`config.mk`:
```
export PLATFORM = sky130hd
export DESIGN_NAME = up_counter_tff
export DESIGN_NICKNAME = d
export VERILOG_FILES = /design/src/rtl/up_counter_tff_pkg.sv /design/src/rtl/up_counter_tff_t_ff.sv /design/src/rtl/up_counter_tff.sv
export SDC_FILE = /design/constraint.sdc
export NUM_CORES = 1
export LEC_CHECK = 0
export CAP_MARGIN = 5
export CORE_AREA = 2 2 39 41
export CTS_CLUSTER_SIZE = 25
export DETAILED_ROUTE_END_ITERATION = 10
export DIE_AREA = 0 0 41 43
export GPL_TIMING_DRIVEN = 0
export PLACE_DENSITY = 0.42
export SETUP_SLACK_MARGIN = 0.2
export SLEW_MARGIN = 40
export SYNTH_ARGS = -nofsm -noshare
export SYNTH_HDL_FRONTEND = slang
export SYNTH_SLANG_ARGS = --single-unit
```
`constraint.sdc`:
```
create_clock -name clk -period 1.3 [get_ports clk]
set_input_delay 0.195 -clock clk [delete_from_list [all_inputs] [get_ports clk]]
set_output_delay 0.195 -clock clk [all_outputs]
set_load 0.02 [all_outputs]
```
`src/rtl/up_counter_tff_pkg.sv`:
```
// up_counter_tff_pkg
//   Shared definitions for the T flip-flop counter family (up and down
//   counters). Holds the count width, the default modulus, the reset level
//   and the per-edge operation decode used by the next-state logic.
package up_counter_tff_pkg;

  localparam int       CNT_W       = 4;
  localparam int       MOD_DEFAULT = 16;
  localparam logic     RST_ACTIVE  = 1'b0;

  // Operation selected on a rising edge once reset is not active.
  typedef enum logic [1:0] {
    OP_HOLD  = 2'd0,
    OP_COUNT = 2'd1,
    OP_LOAD  = 2'd2
  } cnt_op_e;

  // Load outranks count; count outranks hold.
  function automatic cnt_op_e op_decode(input logic load, input logic en);
    cnt_op_e op;
    if (load) begin
      op = OP_LOAD;
    end else if (en) begin
      op = OP_COUNT;
    end else begin
      op = OP_HOLD;
    end
    return op;
  endfunction

endpackage

```
`src/rtl/up_counter_tff_t_ff.sv`:
```
// t_ff
//   Single T flip-flop with synchronous clear.
//   clk : rising-edge clock
//   rst : synchronous clear, active at RST_ACTIVE (low)
//   t   : toggle request
//   q   : stored bit
module t_ff
  import up_counter_tff_pkg::*;
(
  input  logic clk,
  input  logic rst,
  input  logic t,
  output logic q
);

  // Clear wins over toggle; otherwise toggle when t is high.
  always_ff @(posedge clk) begin
    if (rst == RST_ACTIVE) begin
      q <= 1'b0;
    end else if (t) begin
      q <= ~q;
    end else begin
      q <= q;
    end
  end

endmodule

```
`src/rtl/up_counter_tff.sv`:
```
// up_counter_tff
//   Synchronous modulo-MOD up counter built from four T flip-flops.
//   Pin-compatible with the T-FF down counter (individual bit outputs).
//   The modulus parameter is legal from 2 to 16; the count wraps MOD-1 -> 0.
//   clk  : rising-edge clock
//   rst  : synchronous active-low reset (highest priority)
//   en   : count enable
//   load : parallel load strobe (beats en)
//   d    : load value; values >= MOD load 0
//   Q4..Q1 : count bits, Q4 is MSB, straight from flip-flops
//   tc   : terminal count, en AND (count == MOD-1), combinational
module up_counter_tff
  import up_counter_tff_pkg::*;
#(
  parameter int MOD = MOD_DEFAULT
) (
  input  logic             clk,
  input  logic             rst,
  input  logic             en,
  input  logic             load,
  input  logic [CNT_W-1:0] d,
  output logic             Q4,
  output logic             Q3,
  output logic             Q2,
  output logic             Q1,
  output logic             tc
);

  localparam logic [CNT_W-1:0] MOD_MAX = CNT_W'(MOD - 1);

  logic [CNT_W-1:0] c_s;
  logic [CNT_W-1:0] next_c_s;
  logic [CNT_W-1:0] t_s;
  cnt_op_e          op_s;

  // Next count value; reset is not handled here, it clears inside each T-FF.
  always_comb begin
    next_c_s = c_s;
    op_s     = op_decode(load, en);
    case (op_s)
      OP_LOAD: begin
        if (d <= MOD_MAX) begin
          next_c_s = d;
        end else begin
          next_c_s = '0;
        end
      end
      OP_COUNT: begin
        // >= also sends any out-of-range code back to 0.
        if (c_s >= MOD_MAX) begin
          next_c_s = '0;
        end else begin
          next_c_s = c_s + 4'd1;
        end
      end
      OP_HOLD: begin
        next_c_s = c_s;
      end
      default: begin
        next_c_s = '0;
      end
    endcase
  end

  // A bit toggles exactly where the next count differs from the current one;
  // for MOD=16 without load this collapses to the classic en & carry chain.
  assign t_s = c_s ^ next_c_s;

  genvar i;
  generate
    for (i = 0; i < CNT_W; i++) begin : g_bit
      t_ff u_t_ff (
        .clk (clk),
        .rst (rst),
        .t   (t_s[i]),
        .q   (c_s[i])
      );
    end
  endgenerate

  assign Q4 = c_s[3];
  assign Q3 = c_s[2];
  assign Q2 = c_s[1];
  assign Q1 = c_s[0];

  // Cascade enable for the next stage; deliberately not gated by load.
  assign tc = en & (c_s == MOD_MAX);

endmodule

```
* Yosys cells after proc, flatten, opt, wreduce, memory -nomap -nowiden *
Index checks and enable logic that the tools add are counted.

word-level totals
  register bits after elaboration = 4
  input bits = 8
  word-level logic and storage cells = 22
  output and inout port bits = 5

operators by class
  bitwise gates (word level) = 6
  mux-type cells = 5
  magnitude comparators = 2
  add/subtract/negate cells = 1
  reductions and logical operators = 1
  equal/unequal tests = 3

operators with widths
  kind                                                              number
  4-bit one-hot mux with 3 select lines                             1
  4-bit 2-to-1 mux                                                  2
  4-bit by 1-bit adder with 4-bit output (second input constant)    1
  4-bit == test (second input constant)                             1
  4-bit >= comparator (second input constant)                       1
  4-bit less-or-equal comparator (second input constant)            1
  1-bit NOT                                                         4
  4-bit XOR                                                         1
  2-bit by 1-bit == test with 1-bit output (second input constant)  1
  2-bit == test (second input constant)                             1
  2-bit logical NOT                                                 1
  2-bit 2-to-1 mux                                                  1
  1-bit AND                                                         1
  1-bit 2-to-1 mux                                                  1

* Depth between registers and ports, before layout *
  depth after elaboration = 5
  gate-level depth with buffers = 4
  mapped depth without buffers = 4

* By module *
From an unflattened synthesis, not the netlist that was laid out.

unflattened totals
  cell total of the unflattened synthesis = 27
  area total of the unflattened synthesis = 271.5 sq um

by module, submodules not included
  module          cells an instance  times used  sequential area each (sq um)  area each (sq um)
  t_ff            3                  4           20.0                          35.0
  up_counter_tff  15                 1           0.0                           131.4

* Worst setup path before layout *
No wires, ideal clock.

  path kind = flip-flop to output port
  start = register g_bit[0].u_t_ff.q
  end = output tc
  required time = 1.105 ns
  setup slack = 0.010 ns
  path buffers = 0
  arrival = 1.095 ns
  cell stages (with the launch flop) = 4
  cell sequence = dfxtp_1 -> ha_1 -> nand3_1 -> nor2_1

between the ends
  word-level cells in the longest chain between the ends = 2

ends and longest elaborated chain
  what                      RTL line                   RTL
  start: declaration        up_counter_tff_t_ff.sv:13  output logic q
  start signal: assignment  up_counter_tff_t_ff.sv:21  q <= ~q;
  start signal: assignment  up_counter_tff_t_ff.sv:23  q <= q;
  4-bit == test             up_counter_tff.sv:87       assign tc = en & (c_s == MOD_MAX);
  1-bit AND                 up_counter_tff.sv:87
  end: declaration          up_counter_tff.sv:26       output logic tc

Every way passes these cells.

* Final worst setup path *
Ends and elaborated chain as after synthesis.

==> reports/results.ini <==
[yosys]
synth_edf_count = 0
synth_top_flop_cell = dfxtp_1
syn_nets = 37
yosys_warnings = 0
async_flop_share_pct = 0
synth_cells = 28
syn_area_per_cell_um2 = 8.09
netlist_area_um2 = 226
yosysSeqAreaShare_pct = 35.4
ys_seq_elements = 4
yosysUniqueCellTypes = 16

[floorplan]
fp.dieW_um = 41
core_area_um2 = 1380
initial_core_util_pct = 16.4
die_y_um = 43
dieArea_um2 = 1760
pin_count = 13
std_cell_rows = 14

[run]
cap_violations = 0

[sta]
period_needed_ns = 1.23
rsz0062_at_grt = true
finalCritPeriodShare_pct = 94.4
worst_slew_pin_slew_ns = 0.212
fin_tns_setup_ns = 0
timing.fmax_ghz = 0.815
setup_viol = 0
relSlewSlack_pct = 85.9
whs_ns = 0.470
skew_ns = 0.000867
drv_slew = 0
hold_violations = 0

[power_and_ir_drop]
powerDensity_nw_per_um2 = 881
vdd_drop_max_v = 0.000428
p_leak_nw = 0.161

[worst_hold_path]
worstHoldPathType = in -> reg
hp-start = en
whs_path_depth = 3
whs_endpoint = g_bit[3].u_t_ff.q$_SDFFE_PN0P_

[clock_tree]
clockBufferDepth = 2
cts_num_sinks = 4
cts_buffers = 3
ctsHoldBuffers = 0
clock-root-buffer = clkbuf_4
htreeDepth = 1
clk_latency_ns = 0.23
post_cts_buffers = 0
cts_tree = yes
path_clk_slew_ns = 0.04

[finish]
largest_register_ffs = 4
finalNonFillerCells = 59
top_regs = g_bit.u_t_ff.q: 4 flops
top_register = g_bit.u_t_ff.q
final_nets = 54
final_cell_mix = clkdlybuf4s50_1, nand2_1, clkbuf_4, clkdlybuf4s15_2
area_growth_pct = 91.7
antenna_cells = 0
final_common_cell = clkdlybuf4s50_1
drive_above_1_share_pct = 39.5

[placement]
detailed_place_hpwl_um = 504
place_inst = 56
gp_congestion = 0.683
portBuffers = 12

[setup_path]
cp.arrival_ns = 1.03
rrSetupSlack_ns = 0.25
crit_path_start_kind = register
critPathKind = reg -> out
cp.required_ns = 1.11
ff2ff_path_depth = 4
rr_endpoint = g_bit[1].u_t_ff.q$_SDFFE_PN0P_
reg2reg_from = g_bit[1].u_t_ff.q$_SDFFE_PN0P_
end_kind = output port
critical_path.max_fanout = 5

[route]
vias = 254
vias_per_cell = 4.31
antenna_left = 0
drcViolationCount = 0
wl_per_cell_um = 9.78
drtIter0Drc = 1
drtPass1Iterations = 4
drt-total-wl_um = 577

[grt]
grt_first_pass_wirelength_um = 1000
grt_pass1_vias = 236
grt-ovfl-total = 0
grt.total_usage_pct = 8.72
grt_max_degree = 7
antenna_found_initial = 0

[outcome]
status = finished clean

## synth_stat cells (2+ instances only)
cell type  n  area, um2
xor2_1     2       17.5
a21oi_1    2       10.0
nand3_1    2       10.0
nand2_1    4       15.0
nor2_1     2       7.51
dfxtp_1    4       80.1
inv_1      3       11.3
## power by group
group	total [mW]	switching, mW	internal (mW)
clock network	0.150	0.0472	0.103
registers	0.147	0.0139	0.133
logic	0.0854	0.0384	0.0471
## cell families after synthesis
kind of cell	count (synthesis)	synth area share (%)
AO/OA/AOI/OAI	6	17.7
XOR/XNOR	2	7.74
adder cells (fa/ha/maj)	1	5.52
buffers and inverters	3	4.97
flip-flops	4	35.4
multiplexers	1	4.97
AND/OR/NAND/NOR	11	23.8
## how the worst max path moves through the flow
stage | from | to | slack, ns | cells after the start
after global routing | g_bit[1].u_t_ff.q$_SDFFE_PN0P_ | tc | 0.03 | 4
after detailed placement | en | tc | -0.51 | 4
after global placement | en | tc | -0.52 | 4
after floorplan | g_bit[1].u_t_ff.q$_SDFFE_PN0P_ | g_bit[1].u_t_ff.q$_SDFFE_PN0P_ | 0.24 | 4
after CTS | g_bit[1].u_t_ff.q$_SDFFE_PN0P_ | tc | 0.06 | 4
final | g_bit[0].u_t_ff.q$_SDFFE_PN0P_ | tc | 0.07 | 4
## area by class of cell
class | count | area [um2]
Timing Repair Buffer | 12 | 123
Fill cell | 147 | 950
Sequential cell | 4 | 90.1
Inverter | 3 | 11.3
Clock buffer | 3 | 22.5
Tap cell | 16 | 20.0
Multi-Input combinational cell | 21 | 168
## critical path: stages, from the launching register on
cell and delay (ns):
dfxtp_4 0.37, ha_4 0.14, nand3_4 0.09, nor2_4 0.09, buf_6 0.12
## timing repair
item                                    4_1_cts  5_1_grt
gates cloned                                  0        0
endpoints found under the setup margin        7        4
resized for setup                            21        1
endpoints found under the hold margin         0        0
## per-stage QoR
step	util, %	power (mW)	worst slack [ns]	area [um2]
floorplan	-	0.185	0.243	254
global placement	28.5	0.234	-0.515	394
detailed placement	28.5	0.235	-0.512	394
CTS	31.4	0.393	0.0558	434
global route	31.4	0.408	0.0290	434
finish	31.4	0.382	0.0728	434
## layer usage
layer | up-vias | global-route usage [%] | wire length [um]
met4 | 0 | 4.00 | 0
met2 | 10 | 11.6 | 265
met5 | - | 0 | 0
met3 | 0 | 6.28 | 52
met1 | 111 | 10.2 | 260
li1 | 133 | - | -
(Power assumes the default switching activity.)
